[src/rtl/vec_chunk_fifo_if.sv]
// vec_chunk_fifo_if: chunk write/read bus for vec_chunk_fifo; err_out exists only with VEC_CHUNK_FIFO_ERR_EN.
interface vec_chunk_fifo_if #(
    parameter int InVecLength = 8,
    parameter int WorkingRegs = 2,
    parameter int NBits = 8,
    parameter int DepthVecs = 2
);
    localparam int Depth = DepthVecs * InVecLength / WorkingRegs;
    localparam int OccW = $clog2(Depth) + 1;
    logic wr_en;
    logic [WorkingRegs-1:0][NBits-1:0] wr_data;
    logic wr_full;
    logic req_chunk;
    logic [WorkingRegs-1:0][NBits-1:0] rd_data;
    logic rd_last;
    logic vec_ready;
    logic [OccW-1:0] occupancy;
`ifdef VEC_CHUNK_FIFO_ERR_EN
    logic [1:0] err_out;
`endif
    modport master (
`ifdef VEC_CHUNK_FIFO_ERR_EN
        input err_out,
`endif
        output wr_en, wr_data, req_chunk,
        input wr_full, rd_data, rd_last, vec_ready, occupancy
    );
    modport slave (
`ifdef VEC_CHUNK_FIFO_ERR_EN
        output err_out,
`endif
        input wr_en, wr_data, req_chunk,
        output wr_full, rd_data, rd_last, vec_ready, occupancy
    );
endinterface

[src/rtl/vec_chunk_fifo.sv]
// vec_chunk_fifo: FWFT chunk FIFO with whole-vector-ready flag for mlops stages.
// VEC_CHUNK_FIFO_ERR_EN adds sticky overflow/underflow flags on err_out.
module vec_chunk_fifo #(
    parameter int InVecLength = 8,
    parameter int WorkingRegs = 2,
    parameter int NBits = 8,
    parameter int DepthVecs = 2
) (
    input logic clk_in,
    input logic rst_in,
    vec_chunk_fifo_if.slave fifo
);
    localparam int ChunksPerVec = InVecLength / WorkingRegs;
    localparam int Depth = DepthVecs * ChunksPerVec;
    localparam int PtrW = Depth > 1 ? $clog2(Depth) : 1;
    localparam int OccW = $clog2(Depth) + 1;
    localparam int IdxW = ChunksPerVec > 1 ? $clog2(ChunksPerVec) : 1;

    typedef enum logic {IDLE, STREAM} state_t;

    logic [WorkingRegs-1:0][NBits-1:0] mem [Depth];
    logic [PtrW-1:0] wr_ptr, rd_ptr;
    logic [OccW-1:0] occ, occ_nxt;
    logic [IdxW-1:0] rd_idx, idx_nxt;
    state_t state, state_nxt;
    logic push, pop, vec_ready_q;

    assign pop = fifo.req_chunk && occ != '0;
    assign push = fifo.wr_en && (!fifo.wr_full || pop);
    assign occ_nxt = occ + OccW'(push) - OccW'(pop);
    assign fifo.wr_full = occ == OccW'(Depth);
    assign fifo.occupancy = occ;
    assign fifo.rd_data = occ != '0 ? mem[rd_ptr] : '0;
    assign fifo.rd_last = rd_idx == IdxW'(ChunksPerVec - 1) && occ != '0;
    assign fifo.vec_ready = vec_ready_q;

    // Single-chunk vectors never leave IDLE; otherwise the first pop starts a vector
    always_comb begin
        state_nxt = state;
        idx_nxt = rd_idx;
        if (pop && state == IDLE) begin
            state_nxt = ChunksPerVec > 1 ? STREAM : IDLE;
            idx_nxt = ChunksPerVec > 1 ? IdxW'(1) : '0;
        end else if (pop) begin
            state_nxt = fifo.rd_last ? IDLE : STREAM;
            idx_nxt = fifo.rd_last ? '0 : rd_idx + IdxW'(1);
        end
    end

    always_ff @(posedge clk_in or negedge rst_in) begin
        if (!rst_in) begin
            wr_ptr <= '0;
            rd_ptr <= '0;
            occ <= '0;
            rd_idx <= '0;
            state <= IDLE;
            vec_ready_q <= 1'b0;
        end else begin
            if (push) wr_ptr <= wr_ptr == PtrW'(Depth - 1) ? '0 : wr_ptr + PtrW'(1);
            if (pop) rd_ptr <= rd_ptr == PtrW'(Depth - 1) ? '0 : rd_ptr + PtrW'(1);
            occ <= occ_nxt;
            rd_idx <= idx_nxt;
            state <= state_nxt;
            vec_ready_q <= occ_nxt >= OccW'(ChunksPerVec) - OccW'(idx_nxt);
        end
    end

    always_ff @(posedge clk_in) begin
        if (push) mem[wr_ptr] <= fifo.wr_data;
    end

`ifdef VEC_CHUNK_FIFO_ERR_EN
    logic [1:0] err_q;
    always_ff @(posedge clk_in or negedge rst_in) begin
        if (!rst_in) err_q <= '0;
        else err_q <= err_q | {fifo.req_chunk && occ == '0, fifo.wr_en && !push};
    end
    assign fifo.err_out = err_q;
`endif
endmodule

[src/flat_wrapper.sv]
// flat-port wrapper written by rule: the top's interface ports become plain ports
module vec_chunk_fifo_flat 
#(
    parameter int InVecLength = 8,
    parameter int WorkingRegs = 2,
    parameter int NBits = 8,
    parameter int DepthVecs = 2
)
  (clk_in, rst_in, fifo_wr_en, fifo_wr_data, fifo_req_chunk, fifo_wr_full, fifo_rd_data, fifo_rd_last, fifo_vec_ready, fifo_occupancy);
  vec_chunk_fifo_if #(.InVecLength(InVecLength), .WorkingRegs(WorkingRegs), .NBits(NBits), .DepthVecs(DepthVecs)) fifo_i ();
  input logic clk_in;
  input logic rst_in;
  input wire logic [$bits(fifo_i.wr_en)-1:0] fifo_wr_en;
  input wire logic [$bits(fifo_i.wr_data)-1:0] fifo_wr_data;
  input wire logic [$bits(fifo_i.req_chunk)-1:0] fifo_req_chunk;
  output wire logic [$bits(fifo_i.wr_full)-1:0] fifo_wr_full;
  output wire logic [$bits(fifo_i.rd_data)-1:0] fifo_rd_data;
  output wire logic [$bits(fifo_i.rd_last)-1:0] fifo_rd_last;
  output wire logic [$bits(fifo_i.vec_ready)-1:0] fifo_vec_ready;
  output wire logic [$bits(fifo_i.occupancy)-1:0] fifo_occupancy;
  assign fifo_i.wr_en = fifo_wr_en;
  assign fifo_i.wr_data = fifo_wr_data;
  assign fifo_i.req_chunk = fifo_req_chunk;
  assign fifo_wr_full = fifo_i.wr_full;
  assign fifo_rd_data = fifo_i.rd_data;
  assign fifo_rd_last = fifo_i.rd_last;
  assign fifo_vec_ready = fifo_i.vec_ready;
  assign fifo_occupancy = fifo_i.occupancy;
  vec_chunk_fifo #(.InVecLength(InVecLength), .WorkingRegs(WorkingRegs), .NBits(NBits), .DepthVecs(DepthVecs)) u_core (.clk_in(clk_in), .rst_in(rst_in), .fifo(fifo_i));
endmodule
[config.mk]
export PLATFORM = sky130hd
export DESIGN_NAME = vec_chunk_fifo_flat
export DESIGN_NICKNAME = d
export VERILOG_FILES = /design/src/rtl/vec_chunk_fifo_if.sv /design/src/rtl/vec_chunk_fifo.sv /design/src/flat_wrapper.sv
export SDC_FILE = /design/constraint.sdc
export NUM_CORES = 1
export LEC_CHECK = 0
export ABC_AREA = 1
export CAP_MARGIN = 20
export CORE_MARGIN = 10
export CORE_UTILIZATION = 45
export CTS_BUF_LIST = sky130_fd_sc_hd__clkbuf_8
export DETAILED_ROUTE_END_ITERATION = 10
export GPL_TIMING_DRIVEN = 0
export PLACE_DENSITY = 0.67
export SLEW_MARGIN = 20
export SYNTH_ARGS = -nofsm -noshare
export SYNTH_HDL_FRONTEND = slang
export SYNTH_SLANG_ARGS = --single-unit
[constraint.sdc]
create_clock -name clk_in -period 5.7 [get_ports clk_in]
set_clock_uncertainty 0.05 [all_clocks]
set_input_delay 0.855 -clock clk_in [delete_from_list [all_inputs] [get_ports clk_in]]
set_output_delay 0.855 -clock clk_in [all_outputs]
set_load 0.01 [all_outputs]
==> metrics.cfg, run 1 <==
[yosys]
syn_area_per_cell_um2=9.80
yosysTopAreaCellShare_pct=58.3
synthesis.area_um2=6590
yosysUniqueCellTypes=23
yosysWarnings=0
synth_fp_nets=708
yosysTopAreaCell=edfxtp_1
yosys-top-cells-area=edfxtp_1, nand2_1, inv_1
synth-seq-cells=142
syn_inst=673
seq_area_frac_synth_pct=63.6

[power]
powerDensity_nw_per_um2=503
combPwrFrac_pct=45.5
swShare_pct=39.4
power_leakage_nw=3.54
seqPwrFrac_pct=36.0
power.switching_mw=1.53
p_int_mw=2.35
peakVddDrop_v=0.000287
clockPowerShare_pct=18.5
power.total_mw=3.88

[clock_tree]
tritoncts.num_buffers=17
clock_latency_ns=0.46
clock-sinks=142
cts_hold_buffers=0
clk_pin_slew_ns=0.08
htreeDepth=4
cts_resized=0
cts_tree=done
postCtsSetupBuffers=0
clockBufferDepth=2
clockRootBuffer=clkbuf_8

[floorplan]
std_cell_rows=44
start_util_pct=45.7
die_height_um=141
die-area_um2=19900
ios=43
core_area_um2=14400
die_w_um=141

[global_routing]
grt_max_degree=17
grt_pass1_wl_um=24300
grt_usage_pct=15.8
grt_overflow=0
grt_pass1_vias=4682
antenna_found_initial=0

[status]
outcome=completed

[worst_setup_path]
worstSetupPathType=reg -> out
worstSetupPathDepth=5
crit_path_max_fanout=10
critPathCaptureType=output port
worstPathRequired_ns=4.80
critical_path_buf_inv_count=3
worstPathArrival_ns=2.59
path_delay_family=buffers and inverters
slowest_stage=clkdlybuf4s50_1
r2r_slack_ns=2.73
path_cells=clkbuf_1 -> clkbuf_1 -> nor2_1 -> nor2_1 -> clkdlybuf4s50_1
crit_path_max_incr_delay_ns=0.58
crit_path_start_kind=flip-flop
worstReg2RegStart=u_core.fifo.occupancy[2]$_DFF_PN0_
r2r_end=u_core.fifo.vec_ready$_DFF_PN0_
reg2regPathDepth=16

[detailed_routing]
vias_per_cell=5.01
first_pass_iters=5
drt-initial-drc-count=356
drt-total-wl_um=15500
drc=0
wl_per_cell_um=16.5
num_vias=4709
detail-route-antenna-nets=0

[finish]
drive_gt1_share_pct=10.5
syn_to_final_growth_pct=17.0
fillers=1252
diodes=0
multi_input_area_um2=1670
layout.nets=777
final_common_cell=nand2_1
stdcell_area_um2=7720
layout_common_cells=nand2_1, inv_1, edfxtp_1, nand3_1, clkdlybuf4s50_1
seqCellArea_um2=4190

[min_path]
hold_end=u_core.rd_idx[1]$_DFF_PN0_
worstHoldPathType=reg -> reg
hold_depth=2
hold_start=u_core.rd_idx[1]$_DFF_PN0_

[sta]
hold_viol_final=0
rsz0062_at_grt=false
fin_ws_ns=2.21
tightest_slew_ns=0.674
timing.fmax_mhz=286
setup-tns-final_ns=0
setup_viol=0
fin_crit_ns=3.49
fin_crit_sh_pct=61.3
relSlewSlack_pct=54.9
slew_violations=0

[flow_run]
max-cap-violations=0

[place]
dp_hpwl_um=10600
place_worst_setup_slack_ns=2.23
gp_congestion=0.829
port_buffers=42
placed_cell_area_um2=7380

-- through the flow --
step / utilization [%] / cells / hold WS [ns]
6_report: 53.5 / 939 / 0.462
5_1_grt: 53.5 / 939 / 0.513
4_1_cts: 53.5 / 939 / 0.469
3_5_place_dp: 51.1 / 907 / 0.452
3_3_place_gp: 50.2 / 899 / 0.444
2_1_floorplan: - / 673 / 0.430
-- cells in the mapped netlist --
| cell type | instances |
|---|---|
| buf_2 | 9 |
| fa_1 | 1 |
| clkbuf_1 | 5 |
| inv_1 | 149 |
| a21boi_0 | 1 |
| buf_4 | 11 |
| o21ai_2 | 2 |
| xnor2_1 | 1 |
| buf_1 | 1 |
| nand2_1 | 178 |
| nand3_1 | 93 |
| nand2_4 | 3 |
| nand3_4 | 1 |
| edfxtp_1 | 128 |
| a21oi_1 | 1 |
| ha_1 | 14 |
| inv_2 | 5 |
| nor3b_4 | 1 |
| dfrtp_1 | 14 |
| nand3b_1 | 1 |
| buf_6 | 2 |
| nor2_1 | 46 |
| o21ai_0 | 6 |
-- power groups by stage --
stage | combinational [mW] | clock [mW] | sequential, mW
after CTS | 1.78 | 0.722 | 1.40
after global routing | 1.95 | 0.773 | 1.42
after floorplan | 1.04 | 0 | 1.41
after detailed placement | 1.77 | 0 | 1.42
after global placement | 1.67 | 0 | 1.42
final | 1.76 | 0.718 | 1.40
-- cells by family after synthesis --
group | synth area share, %
AND/OR/NAND/NOR | 21.0
buffers and inverters | 11.4
flip-flops | 63.6
adder cells (fa/ha/maj) | 2.96
AO/OA/AOI/OAI | 0.911
XOR/XNOR | 0.133
-- area by class of cell --
type	count	area share, %
well taps	184	2.98
clock inverters	15	1.38
flip-flops and latches	142	54.4
clock buffers	17	3.03
repair buffers	50	6.91
multi-input cells	349	21.6
inverters	154	7.49
plain buffers	28	2.24
-- tightest hold or removal path: stages, from the launching register on --
cell and delay (ns):
dfrtp_1 0.37, o21ai_2 0.08, inv_2 0.04
-- flip-flops by register name, indices dropped and copies added, names as in the netlist --
register,flops
u_core.rd_ptr,3
u_core.rd_idx,2
u_core.mem,128
u_core.fifo.occupancy,4
u_core.fifo.vec_ready,1
u_core.state,1
u_core.wr_ptr,3
-- metal layers --
layer / GRT usage (%) / up-vias / part of all wire, %
li1: - / 2245 / -
met1: 19.3 / 2265 / 42
met2: 25.8 / 161 / 49
met3: 3.76 / 38 / 6.1
met4: 7.72 / 0 / 2.8
met5: 0 / - / 0
-- how the worst max path moves through the flow --
| stage | slack, ns | startpoint | to |
|---|---|---|---|
| 6_report | 2.21 | u_core.rd_ptr[2]$_DFFE_PN0P_ | fifo_rd_data[14] |
| 5_1_grt | 2.06 | u_core.rd_ptr[2]$_DFFE_PN0P_ | fifo_rd_data[14] |
| 4_1_cts | 2.20 | u_core.rd_ptr[2]$_DFFE_PN0P_ | fifo_rd_data[14] |
| 3_5_place_dp | 2.23 | fifo_req_chunk | u_core.fifo.vec_ready$_DFF_PN0_ |
| 3_3_place_gp | 2.13 | fifo_req_chunk | u_core.mem[4][7]$_DFFE_PP_ |
| 2_1_floorplan | 2.99 | fifo_req_chunk | u_core.fifo.vec_ready$_DFF_PN0_ |
No activity file was read; power rests on OpenSTA's default activity.
==> run 2: changes to the inputs <==
PLACE_DENSITY = 0.7   (was 0.67)
clock period = 2.96 ns   (was 5.7 ns; I/O delays follow)
==> metrics.cfg, run 2 (synthesis gave the netlist of run 1 again) <==
[status]
outcome=completed

[global_routing]
grt_usage_pct=15.7
grt_max_degree=17
grt_pass1_vias=4830
grt_pass1_wl_um=24200
antenna_found_initial=0
grt_overflow=0

[clock_tree]
clock_latency_ns=0.44
tritoncts.num_buffers=17
clockBufferDepth=2
cts_tree=done
clock-sinks=142
clockRootBuffer=clkbuf_8
cts_hold_buffers=0
htreeDepth=4
clk_pin_slew_ns=0.07

[finish]
largest_register_ffs=128
multi_input_area_um2=1670
seqCellArea_um2=4200
drive_gt1_share_pct=12.3
final_common_cell=nand2_1
layout.nets=781
fin_cells=943
diodes=0
fillers=1274
largest_register=u_core.mem
syn_to_final_growth_pct=18.8
stdcell_area_um2=7830
layout_common_cells=nand2_1, inv_1, edfxtp_1, nand3_1, clkdlybuf4s50_1

[floorplan]
ios=43
die-area_um2=19900
std_cell_rows=44
core_area_um2=14400
die_height_um=141
start_util_pct=45.7
die_w_um=141

[sta]
timing.fmax_mhz=354
fin_crit_ns=2.82
slew_violations=0
setup_viol=0
hold_viol_final=0
fin_crit_sh_pct=95.4
relSlewSlack_pct=53.0
setup-tns-final_ns=0
tightest_slew_ns=0.703
rsz0062_at_grt=false

[detailed_routing]
wl_per_cell_um=16.3
detail-route-antenna-nets=0
first_pass_iters=4
met2_length_um=7740
wl_met3_um=1130
drt-total-wl_um=15300
maxUsedRoutingLayer=met4
num_vias=4673
drc=0
vias_per_cell=4.96
drt-met1-wl_um=6190
drt-initial-drc-count=331

[worst_setup_path]
critPathCaptureType=output port
crit_path_start_kind=flip-flop
worstPathArrival_ns=2.33
r2r_end=u_core.fifo.vec_ready$_DFF_PN0_
reg2regPathDepth=16
r2r_slack_ns=0.19
worstPathRequired_ns=2.47
worstSetupPathType=reg -> out
worstReg2RegStart=u_core.fifo.occupancy[2]$_DFF_PN0_
crit_path_max_fanout=10

[place]
dp.cells=907
port_buffers=42
gp_congestion=0.803
placed_cell_area_um2=7380
dp_hpwl_um=10500

[power]
powerDensity_nw_per_um2=982
peakVddDrop_v=0.000526
power_leakage_nw=3.62

[min_path]
worstHoldPathType=in -> async

[flow_run]
max-cap-violations=0

==> run 2: cell count changes in the layout (fill, tap and decap cells not counted), moves of 2 or more <==
cell and change:
bufinv_16 +2, clkinv_1 -2, clkbuf_2 +4, buf_4 +3, clkinvlp_4 -2, clkbuf_1 -4
==> run 2: worst max path at each step <==
stage,startpoint,to,slack (ns),depth (start not counted)
3_3_place_gp,fifo_req_chunk,u_core.mem[7][10]$_DFFE_PP_,-0.20,6
5_1_grt,u_core.rd_ptr[1]$_DFFE_PN0P_,fifo_rd_data[3],0.002,8
6_report,u_core.fifo.occupancy[2]$_DFF_PN0_,fifo_rd_data[13],0.14,8
3_5_place_dp,fifo_req_chunk,u_core.fifo.vec_ready$_DFF_PN0_,-0.11,13
2_1_floorplan,u_core.fifo.occupancy[2]$_DFF_PN0_,u_core.fifo.vec_ready$_DFF_PN0_,0.28,15
4_1_cts,u_core.fifo.occupancy[2]$_DFF_PN0_,fifo_rd_data[13],0.0009,7
==> run 2: area by class of cell <==
cell class / count / share of cell area [%]
plain buffers: 28 / 2.32
clock buffers: 18 / 3.16
clock inverters: 14 / 1.93
inverters: 154 / 7.38
multi-input cells: 349 / 21.4
flip-flops and latches: 142 / 53.6
well taps: 184 / 2.94
repair buffers: 54 / 7.35
==> run 2: where the power goes <==
group          switching, mW  internal (mW)
Clock                  0.715          0.840
Combinational           2.04           1.40
Sequential             0.162           2.53
Total                   2.92           4.77
==> run 2: layer usage <==
layer  vias up  track usage [%]
li1       2249                -
met1      2219             17.8
met2       179             27.2
met3        26             4.47
met4         0             6.30
met5         -                0
==> run 2: what timing repair did <==
item | in CTS | in global routing
setup endpoints to repair | 5 | 15
pin swaps | 0 | 1
setup buffers | 0 | 4
resized for setup | 1 | 14
==> run 2: critical path, cell delays in order, from the launching register on <==
cell and delay (ns):
dfrtp_1 0.38, inv_2 0.06, ha_2 0.19, nand3_4 0.11
buf_12 0.11, buf_2 0.25, nand2_1 0.09, nor2_1 0.13
clkdlybuf4s50_1 0.56
==> run 2: metrics by stage <==
| stage | hold slack (ns) | setup WS (ns) | utilization, % | total power [mW] |
|---|---|---|---|---|
| 2_1_floorplan | 0.0984 | 0.277 | - | 4.72 |
| 3_3_place_gp | 0.446 | -0.200 | 50.2 | 5.91 |
| 6_report | 0.369 | 0.137 | 54.3 | 7.69 |
| 4_1_cts | 0.348 | 0.000879 | 53.9 | 7.70 |
| 5_1_grt | 0.369 | 0.00209 | 54.3 | 8.25 |
| 3_5_place_dp | 0.466 | -0.106 | 51.1 | 6.14 |
==> edit: new RTL, flow settings as in run 2 <==
`WorkingRegs` is set to 2 in 3 places; all go to 4.
--- a/src/rtl/vec_chunk_fifo_if.sv
+++ b/src/rtl/vec_chunk_fifo_if.sv
@@ -2,5 +2,5 @@
 interface vec_chunk_fifo_if #(
     parameter int InVecLength = 8,
-    parameter int WorkingRegs = 2,
+    parameter int WorkingRegs = 4,
     parameter int NBits = 8,
     parameter int DepthVecs = 2
--- a/src/rtl/vec_chunk_fifo.sv
+++ b/src/rtl/vec_chunk_fifo.sv
@@ -3,5 +3,5 @@
 module vec_chunk_fifo #(
     parameter int InVecLength = 8,
-    parameter int WorkingRegs = 2,
+    parameter int WorkingRegs = 4,
     parameter int NBits = 8,
     parameter int DepthVecs = 2
--- a/src/flat_wrapper.sv
+++ b/src/flat_wrapper.sv
@@ -3,5 +3,5 @@
 #(
     parameter int InVecLength = 8,
-    parameter int WorkingRegs = 2,
+    parameter int WorkingRegs = 4,
     parameter int NBits = 8,
     parameter int DepthVecs = 2
Interface: changed (resized fifo_occupancy, fifo_rd_data and fifo_wr_data); port bits go from 43 to 74. The function was not compared with the original's and may differ.
==> edit against run 2 <==
Synthesized cell count down 13%. Wire length decreased by 11%. Sequential cell count is 4 lower. Synthesized area down 7.6%. Sequential power hardly changed. Cell area fell by 3.3%. Power shrank 0.74%. Worst setup slack gained 0.054 ns.
==> edit: results (changes against run 2) <==
Parameter                              Value

Critical path
  Maximum fanout along the worst path    10 (unchanged)
  Setup slack of the most critical reg-to-reg path    0.36 ns (was 0.19 ns)
  Depth of the worst register-to-register path    11 (was 16)
  Crit Reg-Reg Startpoint    u_core.fifo.occupancy[1] (was u_core.fifo.occupancy[2])
  Critical path endpoint    fifo_rd_data[21] (was fifo_rd_data[13])
  Crit. Startpoint    u_core.rd_ptr[1] (was u_core.fifo.occupancy[2])
  Stage delay of the slowest cell on the critical path    0.58 ns (was 0.56 ns)
  Worst EP arrival    2.28 ns (was 2.33 ns)

STA
  Time the final worst path needs with I/O delays and setup    2.77 ns (was 2.82 ns)

Drt
  Number of DRC violations after detailed-routing iteration 0    285 (was 331)
  1st-pass router iterations    6 (was 4)
  Routed via count    4154 (was 4673)
  Routed wire length    13700 um (was 15300 um)
  Metal1 wirelength    5750 um (was 6190 um)
  Wire length on met3    755 um (was 1130 um)

GRT
  Global routing usage summed across all routing layers    15.3% (was 15.7%)
  Largest net degree at the start of global routing    21 (was 17)
  GRT met1 Usage    17.5% (was 17.8%)
  Met2 usage    26.7% (was 27.2%)
  Met3 layer usage reported by global route    4.54% (was 4.47%)
  Global-route wire length before repair    21900 um (was 24200 um)
  Vias in the first global route    4466 (was 4830)

Placement
  Buffers on Ports    73 (was 42)
  Post-placement setup slack    -0.108 ns (was -0.106 ns)

Logic synthesis
  Leading cell types by total area after synthesis    sky130_fd_sc_hd__edfxtp_1, sky130_fd_sc_hd__nand2_1, sky130_fd_sc_hd__inv_1 (unchanged)
  Compound-gate portion of the synthesized area    3.49% (was 0.911%)
  Syn nets    629 (was 708)
  Adder-Cell Fraction of Synth Area    1.97% (was 2.96%)
  Area share of xor/xnor cells in the synthesized design    0% (was 0.133%)
  Seq/Total Area, Yosys    67.2% (was 63.6%)
  Synth async-reset ratio    7.25% (was 9.86%)

Clock network
  Post-cts resize count    0 (was 1)

Finish
  Fraction of layout cells with a size suffix above 1    10.8% (was 12.3%)
  Layout fillers    1122 (was 1274)
  Post-layout net count    725 (was 781)

Power and ir drop
  Leak    3.32 nW (was 3.62 nW)
  Worst vdd rail ir drop    558 uV (was 526 uV)

Run status
  Outcome    complete, no violations (unchanged)
[edit: worst min-delay path by stage]
stage	start	endpoint	slack [ns]	cells after the start
finish	rst_in	u_core.rd_ptr[0]	0.32	1
global route	rst_in	u_core.rd_ptr[0]	0.30	1
CTS	rst_in	u_core.rd_ptr[0]	0.29	1
detailed placement	u_core.state	u_core.state	0.43	2
global placement	u_core.state	u_core.state	0.41	2
floorplan	rst_in	u_core.fifo.occupancy[0]	0.1	0
[edit: metrics by stage]
step | TNS (ns) | area [um^2] | hold slack [ns] | power, mW | std cells
after floorplan | 0 | 6090 | 0.0984 | 4.57 | 584
after global placement | -178.19 | 7040 | 0.405 | 6.02 | 833
after detailed placement | -0.108 | 7180 | 0.429 | 6.22 | 837
after CTS | 0 | 7570 | 0.290 | 7.73 | 868
after global routing | 0 | 7570 | 0.301 | 8.15 | 868
final | 0 | 7570 | 0.318 | 7.63 | 868
[edit: cells by family (layout without fill, tap and decap cells)]
logic type,count (synthesis),after routing
buffers and inverters,172,280
AND/OR/NAND/NOR,230,230
adder cells (fa/ha/maj),9,9
flip-flops,138,138
AO/OA/AOI/OAI,35,35
[edit: area by class of cell]
cell class	count	area share (%)
repair buffers	77	11.1
clock buffers	17	3.09
flip-flops and latches	138	54.1
plain buffers	23	1.88
multi-input cells	274	17.5
inverters	149	7.38
well taps	176	2.91
clock inverters	14	2.08
[edit: where the power goes]
part | total [mW] | leakage [nW] | switching (mW) | internal, mW
sequential | 2.71 | 1.29 | 0.141 | 2.57
clock | 1.49 | 0.186 | 0.679 | 0.815
combinational | 3.43 | 1.85 | 1.95 | 1.49
total | 7.63 | 3.32 | 2.77 | 4.87
